[config.mk]
export PLATFORM = sky130hd
export DESIGN_NAME = task_dispatch_arb
export DESIGN_NICKNAME = d
export VERILOG_FILES = /design/src/rtl/task_dispatch_pkg.sv /design/src/rtl/task_fifo.sv /design/src/rtl/task_dispatch_arb.sv
export SDC_FILE = /design/constraint.sdc
export NUM_CORES = 1
export LEC_CHECK = 0
export BUFFER_PORTS_ARGS = -buffer_cell sky130_fd_sc_hd__buf_4
export CORE_UTILIZATION = 35
export CTS_CLUSTER_SIZE = 8
export DETAILED_ROUTE_END_ITERATION = 10
export PLACE_DENSITY = 0.62
export SLEW_MARGIN = 10
export SYNTH_ARGS = -nofsm -noshare
export SYNTH_HDL_FRONTEND = slang
export SYNTH_HIERARCHICAL = 1
export SYNTH_SLANG_ARGS = --single-unit
[constraint.sdc]
create_clock -name i_clk -period 6 [get_ports i_clk]
set_input_delay 1.2 -clock i_clk [delete_from_list [all_inputs] [get_ports i_clk]]
set_output_delay 1.2 -clock i_clk [all_outputs]
set_load 0.02 [all_outputs]
[src/rtl/task_dispatch_pkg.sv]
// Shared defaults, width helpers and the queued task entry layout
// for the task dispatch arbiter.
package task_dispatch_pkg;
  localparam int DEF_PTW       = 16;
  localparam int DEF_MTW       = 0;
  localparam int DEF_LEVEL     = 4;
  localparam int DEF_TREE_NUM  = 8;
  localparam int DEF_FIFO_SIZE = 8;
  localparam int TASK_TID_W    = $clog2(DEF_TREE_NUM);
  localparam int TASK_DW       = DEF_MTW + DEF_PTW;

  typedef struct packed {
    logic                  push;
    logic                  pop;
    logic [TASK_TID_W-1:0] tree_id;
    logic [TASK_DW-1:0]    data;
  } task_entry_t;

  function automatic int entry_width(input int tid_w, input int dw);
    return 2 + tid_w + dw;
  endfunction
endpackage

[src/rtl/task_fifo.sv]
// Synchronous task FIFO with occupancy count, full and almost-full flags.
// The head entry is presented combinationally on o_rdata.
module task_fifo
  import task_dispatch_pkg::*;
#(
  parameter int WIDTH    = entry_width(TASK_TID_W, TASK_DW),
  parameter int DEPTH    = DEF_FIFO_SIZE,
  parameter int AFULL_TH = DEPTH - 2
) (
  input  logic                     i_clk,
  input  logic                     i_arst_n,
  input  logic                     i_wr,
  input  logic [WIDTH-1:0]         i_wdata,
  input  logic                     i_rd,
  output logic [WIDTH-1:0]         o_rdata,
  output logic                     o_empty,
  output logic                     o_full,
  output logic                     o_afull,
  output logic [$clog2(DEPTH):0]   o_count
);
  localparam int AW = $clog2(DEPTH);
  localparam int CW = AW + 1;

  logic [WIDTH-1:0] r_mem [DEPTH];
  logic [AW-1:0]    r_wptr;
  logic [AW-1:0]    r_rptr;
  logic [CW-1:0]    r_count;

  // Storage carries no reset; only pointers and count define validity.
  always_ff @(posedge i_clk) begin
    if (i_wr) r_mem[r_wptr] <= i_wdata;
  end

  always_ff @(posedge i_clk or negedge i_arst_n) begin
    if (!i_arst_n) begin
      r_wptr  <= '0;
      r_rptr  <= '0;
      r_count <= '0;
    end else begin
      if (i_wr) r_wptr <= r_wptr + 1'b1;
      if (i_rd) r_rptr <= r_rptr + 1'b1;
      case ({i_wr, i_rd})
        2'b10:   r_count <= r_count + 1'b1;
        2'b01:   r_count <= r_count - 1'b1;
        default: r_count <= r_count;
      endcase
    end
  end

  assign o_rdata = r_mem[r_rptr];
  assign o_empty = (r_count == '0);
  assign o_full  = (r_count == CW'(DEPTH));
  assign o_afull = (r_count >= CW'(AFULL_TH));
  assign o_count = r_count;
endmodule

[src/rtl/task_dispatch_arb.sv]
// Per-port task queues feeding LEVEL RPU slots; heads compete per slot
// under stall, per-tree cooldown and ring-stage hazard constraints.
module task_dispatch_arb
  import task_dispatch_pkg::*;
#(
  parameter int PTW       = DEF_PTW,
  parameter int MTW       = DEF_MTW,
  parameter int LEVEL     = DEF_LEVEL,
  parameter int TREE_NUM  = DEF_TREE_NUM,
  parameter int FIFO_SIZE = DEF_FIFO_SIZE,
  parameter int AFULL_TH  = FIFO_SIZE - 2
) (
  input  logic                                   i_clk,
  input  logic                                   i_arst_n,
  input  logic [LEVEL-1:0]                       i_push,
  input  logic [LEVEL-1:0]                       i_pop,
  input  logic [LEVEL-1:0][$clog2(TREE_NUM)-1:0] i_push_tree_id,
  input  logic [LEVEL-1:0][$clog2(TREE_NUM)-1:0] i_pop_tree_id,
  input  logic [LEVEL-1:0][MTW+PTW-1:0]          i_push_data,
  input  logic                                   i_stall,
  output logic [LEVEL-1:0]                       o_task_fifo_full,
  output logic [LEVEL-1:0]                       o_task_fifo_afull,
  output logic [LEVEL-1:0][$clog2(FIFO_SIZE):0]  o_fifo_count,
  output logic [LEVEL-1:0]                       o_drop,
  output logic [LEVEL-1:0]                       o_rpu_push,
  output logic [LEVEL-1:0]                       o_rpu_pop,
  output logic [LEVEL-1:0][$clog2(TREE_NUM)-1:0] o_rpu_tree_id,
  output logic [LEVEL-1:0][MTW+PTW-1:0]          o_rpu_push_data
);
  localparam int TID_W  = $clog2(TREE_NUM);
  localparam int DW     = MTW + PTW;
  localparam int SLOT_W = $clog2(LEVEL);
  localparam int EW     = entry_width(TID_W, DW);
  localparam logic [SLOT_W-1:0] CD_INIT = SLOT_W'(LEVEL - 1);

  typedef struct packed {
    logic             push;
    logic             pop;
    logic [TID_W-1:0] tree_id;
    logic [DW-1:0]    data;
  } entry_t;

  entry_t [LEVEL-1:0]              w_wentry;
  entry_t [LEVEL-1:0]              w_head;
  entry_t [LEVEL-1:0]              w_win;
  logic   [LEVEL-1:0]              w_wr;
  logic   [LEVEL-1:0]              w_rd;
  logic   [LEVEL-1:0]              w_empty;
  logic   [LEVEL-1:0]              w_full;
  logic   [LEVEL-1:0]              w_reject;
  logic   [LEVEL-1:0]              w_elig;
  logic   [LEVEL-1:0][SLOT_W-1:0]  w_slot;
  logic   [LEVEL-1:0]              w_blocked;
  logic   [LEVEL-1:0]              w_gnt_vld;
  logic   [LEVEL-1:0][SLOT_W-1:0]  w_gnt_port;
  logic   [TREE_NUM-1:0]           w_cd_load;

  logic   [LEVEL-2:0][LEVEL-1:0]   r_hist;
  logic   [LEVEL-1:0][SLOT_W-1:0]  r_rr;
  logic   [TREE_NUM-1:0][SLOT_W-1:0] r_cd;
  logic   [LEVEL-1:0]              r_drop;
  logic   [LEVEL-1:0]              r_rpu_push;
  logic   [LEVEL-1:0]              r_rpu_pop;
  logic   [LEVEL-1:0][TID_W-1:0]   r_rpu_tid;
  logic   [LEVEL-1:0][DW-1:0]      r_rpu_data;

  for (genvar p = 0; p < LEVEL; p++) begin : g_port
    // A push+pop pair is only mergeable when both target the same tree.
    assign w_reject[p] = (i_push[p] | i_pop[p]) &
                         (w_full[p] | (i_push[p] & i_pop[p] &
                          (i_push_tree_id[p] != i_pop_tree_id[p])));
    assign w_wr[p]     = (i_push[p] | i_pop[p]) & ~w_reject[p];

    assign w_wentry[p].push    = i_push[p];
    assign w_wentry[p].pop     = i_pop[p];
    assign w_wentry[p].tree_id = i_push[p] ? i_push_tree_id[p] : i_pop_tree_id[p];
    assign w_wentry[p].data    = i_push[p] ? i_push_data[p] : {DW{1'b1}};

    assign w_slot[p] = w_head[p].tree_id[SLOT_W-1:0];
    assign w_elig[p] = ~w_empty[p] & ~i_stall &
                       (r_cd[w_head[p].tree_id] == '0) & ~w_blocked[w_slot[p]];
    assign w_rd[p]   = w_gnt_vld[w_slot[p]] & (w_gnt_port[w_slot[p]] == SLOT_W'(p));

    task_fifo #(
      .WIDTH    (EW),
      .DEPTH    (FIFO_SIZE),
      .AFULL_TH (AFULL_TH)
    ) u_fifo (
      .i_clk    (i_clk),
      .i_arst_n (i_arst_n),
      .i_wr     (w_wr[p]),
      .i_wdata  (w_wentry[p]),
      .i_rd     (w_rd[p]),
      .o_rdata  (w_head[p]),
      .o_empty  (w_empty[p]),
      .o_full   (w_full[p]),
      .o_afull  (o_task_fifo_afull[p]),
      .o_count  (o_fifo_count[p])
    );
  end

  // r_hist[k-1] holds the issue vector that is k cycles older than the candidate issue.
  always_comb begin
    w_blocked = '0;
    for (int s = 0; s < LEVEL; s++) begin
      for (int k = 1; k < LEVEL; k++) begin
        if (r_hist[k-1][(s - k + LEVEL) % LEVEL]) w_blocked[s] = 1'b1;
      end
    end
  end

  always_comb begin
    logic [SLOT_W-1:0] w_idx;
    w_gnt_vld  = '0;
    w_gnt_port = '0;
    w_idx      = '0;
    for (int s = 0; s < LEVEL; s++) begin
      for (int i = 0; i < LEVEL; i++) begin
        w_idx = r_rr[s] + SLOT_W'(i);
        if (!w_gnt_vld[s] && w_elig[w_idx] && (w_slot[w_idx] == SLOT_W'(s))) begin
          w_gnt_vld[s]  = 1'b1;
          w_gnt_port[s] = w_idx;
        end
      end
    end
  end

  always_comb begin
    w_cd_load = '0;
    w_win     = '0;
    for (int s = 0; s < LEVEL; s++) begin
      w_win[s] = w_head[w_gnt_port[s]];
      if (w_gnt_vld[s]) w_cd_load[w_win[s].tree_id] = 1'b1;
    end
  end

  always_ff @(posedge i_clk or negedge i_arst_n) begin
    if (!i_arst_n) begin
      r_drop     <= '0;
      r_hist     <= '0;
      r_rr       <= '0;
      r_cd       <= '0;
      r_rpu_push <= '0;
      r_rpu_pop  <= '0;
      r_rpu_tid  <= '0;
      r_rpu_data <= '0;
    end else begin
      r_drop    <= w_reject;
      r_hist[0] <= w_gnt_vld;
      for (int k = 1; k < LEVEL - 1; k++) r_hist[k] <= r_hist[k-1];
      for (int s = 0; s < LEVEL; s++) begin
        r_rpu_push[s] <= w_gnt_vld[s] & w_win[s].push;
        r_rpu_pop[s]  <= w_gnt_vld[s] & w_win[s].pop;
        r_rpu_tid[s]  <= w_gnt_vld[s] ? w_win[s].tree_id : '0;
        r_rpu_data[s] <= w_gnt_vld[s] ? w_win[s].data : '0;
        if (w_gnt_vld[s]) r_rr[s] <= w_gnt_port[s] + 1'b1;
      end
      // Cooldown holds its value while stalled so a stall never shortens the gap.
      for (int j = 0; j < TREE_NUM; j++) begin
        if (w_cd_load[j])                      r_cd[j] <= CD_INIT;
        else if (!i_stall && r_cd[j] != '0)    r_cd[j] <= r_cd[j] - 1'b1;
      end
    end
  end

  assign o_task_fifo_full = w_full;
  assign o_drop           = r_drop;
  assign o_rpu_push       = r_rpu_push;
  assign o_rpu_pop        = r_rpu_pop;
  assign o_rpu_tree_id    = r_rpu_tid;
  assign o_rpu_push_data  = r_rpu_data;
endmodule
**Yosys cells after proc, flatten, opt, wreduce, memory -nomap -nowiden**

Memories as Yosys holds them, arrays and structs flattened.
Cells that the tools add are included.

- Flip-flop bits (word level): 164
- Bits in latches: 0
- Memory bits (writable): 672
- ROM bits: 0
- Logic and storage cells: 507
- Memories: 4

Memories:

| name | depth | bits a word | rd ports | clocked after Yosys merged registers in | write ports | line | RTL |
|---|---|---|---|---|---|---|---|
| g_port[0].u_fifo.r_mem | 8 | 21 | 1 | 0 | 1 | task_fifo.sv:24 | `logic [WIDTH-1:0] r_mem [DEPTH];` |
| g_port[1].u_fifo.r_mem | 8 | 21 | 1 | 0 | 1 | task_fifo.sv:24 |  |
| g_port[2].u_fifo.r_mem | 8 | 21 | 1 | 0 | 1 | task_fifo.sv:24 |  |
| g_port[3].u_fifo.r_mem | 8 | 21 | 1 | 0 | 1 | task_fifo.sv:24 |  |

- Add/subtract/negate cells: 40
- Multiply operators: 0
- Divide/modulo/power cells: 0
- $lt $le $gt $ge: 40
- Equal/unequal tests: 31
- Shift-type cells: 0
- Muxes and demuxes: 204
- Bitwise operators: 64
- Reduce and logical (&&, ||, !) cells: 86

Operator list:

| cell | number |
|---|---|
| binary-select mux 21 bit (select 2 bit) | 4 |
| 2-to-1 mux 16 bit | 8 |
| 2-to-1 mux 2 bit | 56 |
| 2-to-1 mux 21 bit | 4 |
| binary-select mux 2 bit (select 2 bit) | 20 |
| < comparator 2 x 3 -> 1 bit, second input constant | 24 |
| 2-to-1 mux 1 bit | 64 |
| binary-select mux 1 bit (select 2 bit) | 24 |
| AND 1 bit | 40 |
| logical AND 1 bit | 40 |
| nonzero test 2 bit | 20 |
| < comparator 3 x 4 -> 1 bit, second input constant | 8 |
| 2-to-1 mux 8 bit | 4 |
| one-hot mux 4 bit (2 select lines) | 4 |
| == test 2 bit, second input constant | 14 |
| adder 3 x 1 -> 3 bit, second input constant | 8 |
| binary-select mux 2 bit (select 3 bit) | 4 |
| 2-to-1 mux 3 bit | 8 |
| OR 8 bit | 3 |
| == test 2 x 1 -> 1 bit, second input constant | 9 |
| zero test 2 bit | 9 |
| adder 2 x 1 -> 2 bit, second input constant | 8 |
| adder 2 bit, second input constant | 8 |
| adder 4 x 1 -> 4 bit, second input constant | 4 |
| 11 further kinds | 70 |

**Depth between registers and ports, before layout**

Gate-level depths: netlist of the first run.

- Depth after elaboration: 37
- Mapped depth: 25
- Depth with buffers taken out: 19

**By module**

Netlist of the first run, hierarchy kept.

Modules (own cells, without submodules):

| module | times used | cells an instance | area an instance (um2) |
|---|---|---|---|
| task_fifo at g_port[0].u_fifo ... | 2 | 299 | 7,029.2 |
| task_fifo at g_port[1].u_fifo ... | 2 | 299 | 7,028.0 |
| task_dispatch_arb | 1 | 974 | 8,803.4 |

**Worst setup path before layout of the first run**

Ideal clock, no wire load.

- Path type: flip-flop to flip-flop
- Start: register g_port[3].u_fifo.r_rptr[1]
- End: register g_port[2].u_fifo.r_count[2]
- Arrival: 5,184 ps
- Data required time: 5,864 ps
- Setup slack: 680 ps
- Stages on the path, launching flop included: 24
- Buffers on the path: 4
- Clock period less this slack: 5,320 ps
- Cell sequence: dfrtp_1 > clkbuf_1 > clkbuf_1 > mux4_1 > mux2_2 > buf_4 > nor3_1 > o21ai_0 > a211oi_2 > nand3_2 > o32ai_1 > a311oi_1 > or3_4 > a21oi_4 > buf_6 > a2bb2oi_1 > o21ai_0 > ha_1 > xor2_1 > ha_1 > a21oi_1 > xor2_1 > nor2_1 > xor2_1

RTL lines:

| element | line | RTL |
|---|---|---|
| start, declared | task_fifo.sv:26 | `logic [AW-1:0] r_rptr;` |
| start signal, assigned | task_fifo.sv:41 | `if (i_rd) r_rptr <= r_rptr + 1'b1;` |
| end signal, assigned | task_fifo.sv:43 | `2'b10: r_count <= r_count + 1'b1;` |
| end signal, assigned | task_fifo.sv:44 | `2'b01: r_count <= r_count - 1'b1;` |
| end signal, assigned | task_fifo.sv:45 | `default: r_count <= r_count;` |
| end, declared | task_fifo.sv:27 | `logic [CW-1:0] r_count;` |

==> metrics.txt, run 1 <==
outcome finished clean; CP Launch Type flop; worst hold path type flop to flop; CTS buffer count 115; fill count 9,216; library cells used by synthesis 82; Port-buffer cells 210; Clk Latency, worst-skew pair 0.70 ns; WP buf/inv 3; CP arrival 6.29 ns; Power per Cell Area 588.4 nW/µm²; synth cell count leaders edfxtp_1 (672), dfrtp_1 (164), mux4_1 (152), mux2i_1 (116), mux2_2 (109); number of synthesized register bits 836; layout cells sized above 1 24.31%; Final Hold Violating Endpoints 0; routability congestion estimate 0.9801; worst-path maximum fanout 11; # rows 118; measured slew at the worst slew-check pin 0.9285 ns; clk sinks 836; most numerous cell in the Yosys netlist edfxtp_1; Crit path required time 6.58 ns; Pins Over Slew Limit 0; DP Cell Count 3,736; Initial Util 35.47%; Final Cycle Share 95.24%; sequential share of the synthesized area 65.78%; final period demand of the worst path 5.714 ns; Final nets 2,604; CTS tree done; critical path's top delay family compound AO/OA/AOI/OAI gates; Overall Global Routing Usage 19.14%; Post-synth EDFFs 672; post-synth top area cell edfxtp_1; post-DP HPWL 70,210 µm; final WL 103,400 µm; Worst Skew 0.04153 ns; CTS Hold Bufs 0; drt drc 0; maximum clock insertion buffer count 3; Ys Warns 6; P&R area growth vs syn 19.01%; commonest register cell after synthesis edfxtp_1; Synth Instances 2,170; total I/O pin count 211; crit-path most repeated cell xor2_1; Async SR Flop Fraction 19.62%; Final setup viols 0; CTS H-tree lvls 3; vias in the first global route 21.66k; post-synth top area share 54.66%; Die W 326.8 µm; global-route wire length before repair 149,400 µm; largest net degree at the start of global routing 99; syn avg cell area 17.01 µm²; Crit. End Element flop; Cell Area, Synth 36,920 µm²; gr ovfl total 0; initial antenna violation count 6; Iteration-0 DRC Markers 1,909; via count 21.53k; Worst path slowest cell mux4_1; remaining antenna violation count 0; wire per inst 26.13 µm; ordered cell list for the critical path mux4_1, mux2_2, or3_1, a21oi_1, a2bb2oi_2, nand3_1, a32o_1, a2111oi_2, a31o_2, buf_4, inv_1, a311oi_1, a31oi_1, buf_4, ha_1, xor2_1, ha_1, a21oi_1, xor2_1, nor2_1, xor2_1; CTS root buf clkbuf_16; kind of critical path flop to flop; die area 106,800 µm²; average vias per placed instance 5.439; Synth area leaders edfxtp_1 (55%), dfrtp_1 (11%), mux4_1 (11%); Die Height 326.8 µm; unrepaired setup endpoints after global routing yes; Worst-path clk slew 0.06 ns; drt pass-1 iters 6; Slew HR 37.73%; Max stage delay on crit path 0.59 ns; Max Freq 175.0 MHz; Leak 15.85 nW; Non-Filler Instances 3,958; core area 104,100 µm²; Max-cap violations 0; setup TNS 0 ns; maximum VDD drop 252.3 µV
[final timing paths]
path	startpoint	end	slack [ns]	depth (start not counted)
max	g_port[0].u_fifo/r_rptr[0]	g_port[1].u_fifo/o_count[2]	0.29	21
min	r_hist[5]	r_hist[9]	0.40	0
max reg2reg	g_port[0].u_fifo/r_rptr[0]	g_port[1].u_fifo/o_count[2]	0.29	21
min reg2reg	r_hist[5]	r_hist[9]	0.40	0
max in group asynchronous	i_arst_n	g_port[0].u_fifo/r_rptr[0]	4.37	2
min in group asynchronous	i_arst_n	g_port[2].u_fifo/r_wptr[0]	0.50	1
[through the flow]
step | setup slack (ns) | hold WS (ns) | power (mW) | utilization [%] | cell area, µm²
floorplan | 0.6798 | 0.3679 | 15.42 | - | 36930
global placement | 0.1028 | 0.3788 | 19.53 | 38.88 | 40470
detailed placement | 0.1080 | 0.3938 | 19.77 | 38.88 | 40470
CTS | 0.09476 | 0.3984 | 25.94 | 42.16 | 43880
global route | -0.02379 | 0.4239 | 27.01 | 42.20 | 43930
finish | 0.2858 | 0.3978 | 25.85 | 42.21 | 43930
[placed cells by master, fill, tap and decap left out, drive strengths merged, types with 15 or more instances in the layout]
| cell type | count |
|---|---|
| a211oi | 75 |
| a21oi | 36 |
| a31oi | 16 |
| buf | 311 |
| clkbuf | 209 |
| dfrtp | 164 |
| edfxtp | 672 |
| ha | 28 |
| inv | 52 |
| mux2 | 109 |
| mux2i | 116 |
| mux4 | 170 |
| nand2 | 67 |
| nand2b | 84 |
| nand3 | 19 |
| nor2 | 92 |
| nor2b | 36 |
| nor3 | 32 |
| o21ai | 30 |
| o22ai | 48 |
| or3 | 15 |
| xnor2 | 20 |
| xor2 | 36 |
[cell families (layout without fill, tap and decap cells)]
family | Yosys count | in the layout | synth area share (%)
DFF | 836 | 836 | 65.78
muxes | 395 | 395 | 18.39
and+or+nand+nor | 394 | 394 | 5.585
AOI/OAI and AO/OA | 285 | 285 | 5.524
buffers and inverters | 175 | 577 | 2.440
xor gates and xnor gates | 56 | 56 | 1.329
adders and majority gates | 28 | 28 | 0.9490
other | 1 | 7 | 0.01016
[state kept, by name, summed over array words and instances (netlist names)]
register,cells
g_port.u_fifo/o_count,16
o_rpu_push_data,64
o_rpu_pop,4
o_drop,4
o_rpu_tree_id,12
r_hist,12
r_rr,8
g_port.u_fifo/r_mem,672
o_rpu_push,4
g_port.u_fifo/r_rptr,12
g_port.u_fifo/r_wptr,12
r_cd,16
[timing repair]
action / 4_1_cts / 5_1_grt
buffers inserted: 0 / 4
resized for setup: 0 / 4
endpoints found under the setup margin: 0 / 7
[report_power, final]
group / internal [mW] / switching (mW)
combinational: 4.42 / 7.10
sequential: 7.55 / 0.701
clock: 3.68 / 2.41
total: 15.6 / 10.2
[area by class of cell]
cell class / count / area, µm² / area share [%]
flip-flops and latches: 836 / 24290 / 55.28
inverters: 50 / 187.7 / 0.4272
repair buffers: 312 / 2361 / 5.374
well taps: 1380 / 1727 / 3.930
diodes: 3 / 7.507 / 0.01709
clock inverters: 7 / 140.1 / 0.3190
multi-input cells: 1162 / 11950 / 27.21
clock buffers: 208 / 3269 / 7.441
[routing by layer]
layer	up-vias	global-route usage, %	part of all wire (%)
li1	9360	-	-
met3	172	3.619	6.0
met4	4	6.105	2.6
met1	11220	26.30	44
met2	771	30.63	48
met5	-	0	0.028
No activity file was read; power rests on OpenSTA's default activity.
==> inputs of run 2 (changes only) <==
--- a/config.mk
+++ b/config.mk
@@ -6,10 +6,12 @@
 export NUM_CORES = 1
 export LEC_CHECK = 0
 export BUFFER_PORTS_ARGS = -buffer_cell sky130_fd_sc_hd__buf_4
+export CELL_PAD_IN_SITES_DETAIL_PLACEMENT = 1
+export CELL_PAD_IN_SITES_GLOBAL_PLACEMENT = 1
 export CORE_UTILIZATION = 35
 export CTS_CLUSTER_SIZE = 8
 export DETAILED_ROUTE_END_ITERATION = 10
-export PLACE_DENSITY = 0.62
+export PLACE_DENSITY = 0.68
 export SLEW_MARGIN = 10
 export SYNTH_ARGS = -nofsm -noshare
 export SYNTH_HDL_FRONTEND = slang
==> run 2 against run 1 <==
Non-clock buffer count fell by 2. Final area barely moved. Via count barely moved.
==> metrics.txt, run 2 (same netlist as run 1, synthesis figures left out) <==
setup TNS 0 ns; post-DP HPWL 73,970 µm; Leak 15.85 nW; smallest hold slack 0.4023 ns; CTS H-tree lvls 3; CTS buffer count 116; worst r2r src g_port[1].u_fifo/r_rptr[0]; Worst R2R End g_port[3].u_fifo/o_count[2]; worst-path maximum fanout 12; die area 106,800 µm²; Die Height 326.8 µm; DP Cell Count 3,730; P&R area growth vs syn 18.96%; drt drc 0; # rows 118; flop-to-flop setup slack 0.28 ns; Worst-path clk slew 0.05 ns; total I/O pin count 211; Crit. End Element flop; Worst Skew 0.02549 ns; gr ovfl total 0; crit-path most repeated cell xor2_1; maximum VDD drop 292.3 µV; Final setup viols 0; Die W 326.8 µm; Max-cap violations 0; Crit path required time 6.59 ns; commonest non-fill, non-tap cell in the layout edfxtp_1; ordered cell list for the critical path mux4_1, mux2_2, nor2b_1, a221oi_1, a211oi_2, and2_1, a31oi_1, a2111o_1, a31o_2, nor3_1, a211oi_1, a31oi_1, buf_4, ha_1, xor2_1, ha_1, a21oi_1, xor2_1, nor2_1, xor2_1; final non-filler cell area 43,920 µm²; Final Worst Setup Slack 0.2791 ns; core area 104,100 µm²; Initial Util 35.47%; Clk Latency, worst-skew pair 0.70 ns; max FFs per register 672; Max stage delay on crit path 0.58 ns; Final Cycle Share 95.35%; Port-buffer cells 210; routability congestion estimate 0.9373; measured slew at the worst slew-check pin 0.9802 ns; Power per Cell Area 594.4 nW/µm²; dpl ws -0.01545 ns; drt pass-1 iters 5; Final Core Density 42.19%; outcome finished clean; Final Hold Violating Endpoints 0; kind of critical path flop to flop; layout cells sized above 1 24.26%; Iteration-0 DRC Markers 1,708; worst hold path type flop to flop; initial antenna violation count 12; Top reg by flops g_port.u_fifo/r_mem; Max Freq 174.8 MHz; Pins Over Slew Limit 0; CP Launch Type flop; maximum clock insertion buffer count 3; Hold Path Cell Cnt 0; average vias per placed instance 5.452; CTS tree done; wire per inst 27.66 µm; global-route wire length before repair 158,100 µm; clk sinks 836; CTS Hold Bufs 0; Power Total 26.10 mW; final WL 109,200 µm; CTS root buf clkbuf_16; Final nets 2,603; Placement Cell Area 40,420 µm²; Worst path slowest cell mux4_1; most frequent cells in the layout edfxtp_1 (672), buf_4 (307), dfrtp_1 (160); hold path start r_hist[3]; final period demand of the worst path 5.721 ns; R2R depth 20; remaining antenna violation count 0; Slew HR 34.05%; largest net degree at the start of global routing 95; Overall Global Routing Usage 20.26%; CP arrival 6.31 ns; Min-Delay Endpoint r_hist[7]; fill count 10.22k; vias in the first global route 22.82k; Non-Filler Instances 3,947; via count 21.52k
## run 2: cell count changes in the layout (fill, tap and decap cells not counted), moves of 2 or more
cell,change
nor2_2,-7
nor2_1,+5
clkbuf_8,+4
buf_4,-3
nor2_4,+2
clkbuf_1,-14
clkinv_1,+2
## run 2: timing repair
| action | CTS | global route |
|---|---|---|
| gates cloned | 0 | 0 |
| setup endpoints to repair | 1 | 8 |
| gates resized for setup | 1 | 6 |
| pin swaps | 0 | 4 |
| setup buffers | 0 | 8 |
## run 2: worst max-delay path by stage
stage	startpoint	end	slack (ns)	cells after the start
2_1_floorplan	g_port[3].u_fifo/r_rptr[1]	g_port[2].u_fifo/o_count[2]	0.68	23
3_3_place_gp	g_port[0].u_fifo/r_rptr[0]	g_port[1].u_fifo/o_count[2]	0.09	20
3_5_place_dp	g_port[1].u_fifo/r_rptr[0]	g_port[1].u_fifo/o_count[2]	-0.02	19
4_1_cts	g_port[1].u_fifo/r_rptr[0]	g_port[1].u_fifo/o_count[2]	0.17	19
5_1_grt	g_port[0].u_fifo/r_rptr[0]	g_port[3].u_fifo/o_count[2]	-0.002	21
6_report	g_port[1].u_fifo/r_rptr[0]	g_port[3].u_fifo/o_count[2]	0.28	20
## run 2: power by group
part / leakage [nW] / switching (mW) / internal [mW]
Combinational: 6.19 / 7.35 / 4.42
Clock: 1.62 / 2.43 / 3.68
Sequential: 8.04 / 0.677 / 7.55
## run 2: layout make-up
cell class	count	area [µm²]	area share, %
Sequential cell	836	24290	55.31
Multi-Input combinational cell	1162	11960	27.23
Clock buffer	197	3247	7.393
Timing Repair Buffer	310	2350	5.350
Tap cell	1380	1727	3.932
Inverter	50	187.7	0.4273
Clock inverter	9	151.4	0.3447
Antenna cell	3	7.507	0.01709
## run 2: worst max-delay path, delay by kind of cell, from the launching register on
family | cells | cell delay [ns]
AND/OR/NAND/NOR | 4 | 1.07
adder cells (fa/ha/maj) | 2 | 0.44
buffers and inverters | 1 | 0.20
flip-flops | 1 | 0.54
AO/OA/AOI/OAI | 8 | 1.80
multiplexers | 2 | 0.98
XOR/XNOR | 3 | 0.58
## run 2: layer usage
metal	vias to the layer above	wire, µm	track usage (%)
li1	9349	-	-
met2	630	51780	32.67
met4	2	2710	6.247
met1	11370	49380	28.01
met3	172	5290	3.388
met5	-	13	0
==> inputs of run 3 (changes only) <==
--- a/config.mk
+++ b/config.mk
@@ -5,13 +5,14 @@
 export SDC_FILE = /design/constraint.sdc
 export NUM_CORES = 1
 export LEC_CHECK = 0
+export ABC_AREA = 1
 export BUFFER_PORTS_ARGS = -buffer_cell sky130_fd_sc_hd__buf_4
 export CELL_PAD_IN_SITES_DETAIL_PLACEMENT = 1
 export CELL_PAD_IN_SITES_GLOBAL_PLACEMENT = 1
 export CORE_UTILIZATION = 35
 export CTS_CLUSTER_SIZE = 8
 export DETAILED_ROUTE_END_ITERATION = 10
-export PLACE_DENSITY = 0.68
+export PLACE_DENSITY = 0.72
 export SLEW_MARGIN = 10
 export SYNTH_ARGS = -nofsm -noshare
 export SYNTH_HDL_FRONTEND = slang
==> run 3 against run 2 <==
Non-clock buffer count shrank 30. Final area grew 2.4%. Wire length grew 16%. Critical endpoint unchanged. Clock-buffer cell count grew 15. Fmax grew 3.9%. Flip-flop and latch count is the same. Setup slack gained 0.22 ns.
==> metrics.txt, run 3 <==
wire per inst 22.70 µm; area of the multi-input gates 12,370 µm²; synth cell count leaders nand2_1 (822), edfxtp_1 (672), nor2_1 (498), o21ai_0 (410), inv_1 (220); commonest register cell after synthesis edfxtp_1; Worst path depth 33; Slew HR 36.64%; Crit path required time 6.58 ns; CP Launch Type flop; flop-to-flop setup slack 0.49 ns; Cell Area, Synth 38,660 µm²; final WL 127,000 µm; P&R area growth vs syn 16.26%; CTS root buf clkbuf_16; post-DP HPWL 82,460 µm; CTS Hold Bufs 0; Async SR Flop Fraction 19.62%; Die Height 334.4 µm; Worst Skew 0.03673 ns; number of synthesized register bits 836; max FFs per register 672; measured slew at the worst slew-check pin 0.9482 ns; crit-path most repeated cell nand2_1; post-synth top area cell edfxtp_1; Worst-path clk slew 0.05 ns; core area 109,200 µm²; largest net degree at the start of global routing 85; average vias per placed instance 5.318; Synth area leaders edfxtp_1 (52%), dfrtp_1 (11%), nand2_1 (8.0%); drt drc 0; # rows 121; CP Launch Point g_port[1].u_fifo/r_rptr[0]; Iteration-0 DRC Markers 2,563; worst r2r src g_port[1].u_fifo/r_rptr[0]; initial antenna violation count 4; WP buf/inv 5; maximum clock insertion buffer count 3; drt pass-1 iters 6; Die W 334.4 µm; global-route wire length before repair 187,600 µm; gr ovfl total 0; final period demand of the worst path 5.506 ns; Initial Util 35.42%; Final nets 4,143; worst-path maximum fanout 16; layout cells sized above 1 14.60%; Max-cap violations 0; Final Cycle Share 91.76%; post-synth top area share 52.19%; Port-buffer cells 210; final non-filler cell area 44,950 µm²; Top reg by flops g_port.u_fifo/r_mem; setup TNS 0 ns; Worst path slowest cell dfrtp_2; Worst R2R End g_port[3].u_fifo/o_count[2]; Crit. End Element flop; library cells used by synthesis 50; most numerous cell in the Yosys netlist nand2_1; routability congestion estimate 0.9209; critical path's top delay family simple AND/OR/NAND/NOR gates; clk sinks 836; Clk Latency, worst-skew pair 0.70 ns; sequential share of the synthesized area 62.80%; Synth Instances 3,823; via count 29.75k; Max Freq 181.6 MHz; die area 111,800 µm²; Pins Over Slew Limit 0; outcome finished clean; R2R depth 33; fill count 12.17k; CTS tree done; vias in the first global route 30.01k; CTS buffer count 115; FF/Latch Area 24,290 µm²; kind of critical path flop to flop; Ys Warns 6; Final setup viols 0; most used routing layer met2; Final Hold Violating Endpoints 0; hold path start r_hist[3]; met2 Usage GRT 34.49%; Overall Global Routing Usage 22.33%; CTS H-tree lvls 3; crit path capture g_port[3].u_fifo/o_count[2]; unrepaired setup endpoints after global routing no; remaining antenna violation count 0; CP arrival 6.08 ns; most frequent cells in the layout nand2_1 (818), edfxtp_1 (672), nor2_1 (465); total I/O pin count 211; worst hold path type flop to flop; Post-synth EDFFs 672; Placement Cell Area 41,510 µm²; commonest non-fill, non-tap cell in the layout nand2_1; met3 Track Usage GR 4.898%; grt met1 use 30.28%; syn avg cell area 10.11 µm²; Max stage delay on crit path 0.50 ns
==> run 3: metal layers <==
metal / wire [µm] / up-vias / share of wire (%)
li1: - / 13560 / -
met1: 54560 / 14950 / 43
met2: 57710 / 1037 / 45
met3: 9914 / 206 / 7.8
met4: 4806 / 2 / 3.8
met5: 13 / - / 0.010
==> run 3: area by class of cell <==
| class | count | share of cell area [%] |
|---|---|---|
| inverter | 242 | 2.035 |
| antenna | 2 | 0.01113 |
| sequential | 836 | 54.03 |
| clock buffer | 212 | 7.329 |
| timing repair buffer | 280 | 4.735 |
| multi-input combinational | 2541 | 27.53 |
| tap | 1476 | 4.108 |
| clock inverter | 6 | 0.2227 |
==> run 3: worst min path at each step <==
stage,endpoint,slack (ns),cells after the start
CTS,r_hist[7],0.37,0
floorplan,r_hist[10],0.35,0
finish,r_hist[7],0.37,0
global placement,r_hist[7],0.36,0
global route,r_hist[7],0.38,0
detailed placement,r_hist[9],0.36,0
==> run 3: cell families (layout without fill, tap and decap cells) <==
family	after synthesis	after routing	share of synthesized area, %
DFF	836	836	62.80
xor gates and xnor gates	48	48	1.087
muxes	1	1	0.03559
and+or+nand+nor	1638	1638	17.60
adders and majority gates	28	28	0.9061
other	1	6	0.009699
AOI/OAI and AO/OA	822	822	11.78
buffers and inverters	449	740	5.773
==> run 3: worst register-to-register path: cells and delay by family, from the launching register on <==
| kind | cells | cell delay [ns] |
|---|---|---|
| flops | 1 | 0.50 |
| buf+inv | 5 | 1.07 |
| fa+ha+maj | 2 | 0.45 |
| compound gates | 4 | 0.65 |
| xor+xnor | 1 | 0.16 |
| simple gates | 21 | 2.56 |
==> run 3: timing repair <==
action	CTS	global route
setup buffers	0	2
endpoints found under the setup margin	0	4
gates resized for setup	0	9
==> run 3: per-stage QoR <==
stage	hold slack, ns	instances	setup slack (ns)	util [%]
finish	0.3725	5595	0.4942	41.18
global route	0.3834	5593	0.07549	41.18
CTS	0.3748	5591	0.3687	41.14
detailed placement	0.3610	5373	0.3671	38.03
global placement	0.3583	5373	0.5281	38.03
floorplan	0.3543	3826	1.737	-
Power of run 3 is left out: the tool's default activity adds up to more than one toggle a clock period on the data nets, which glitch-free logic cannot reach.
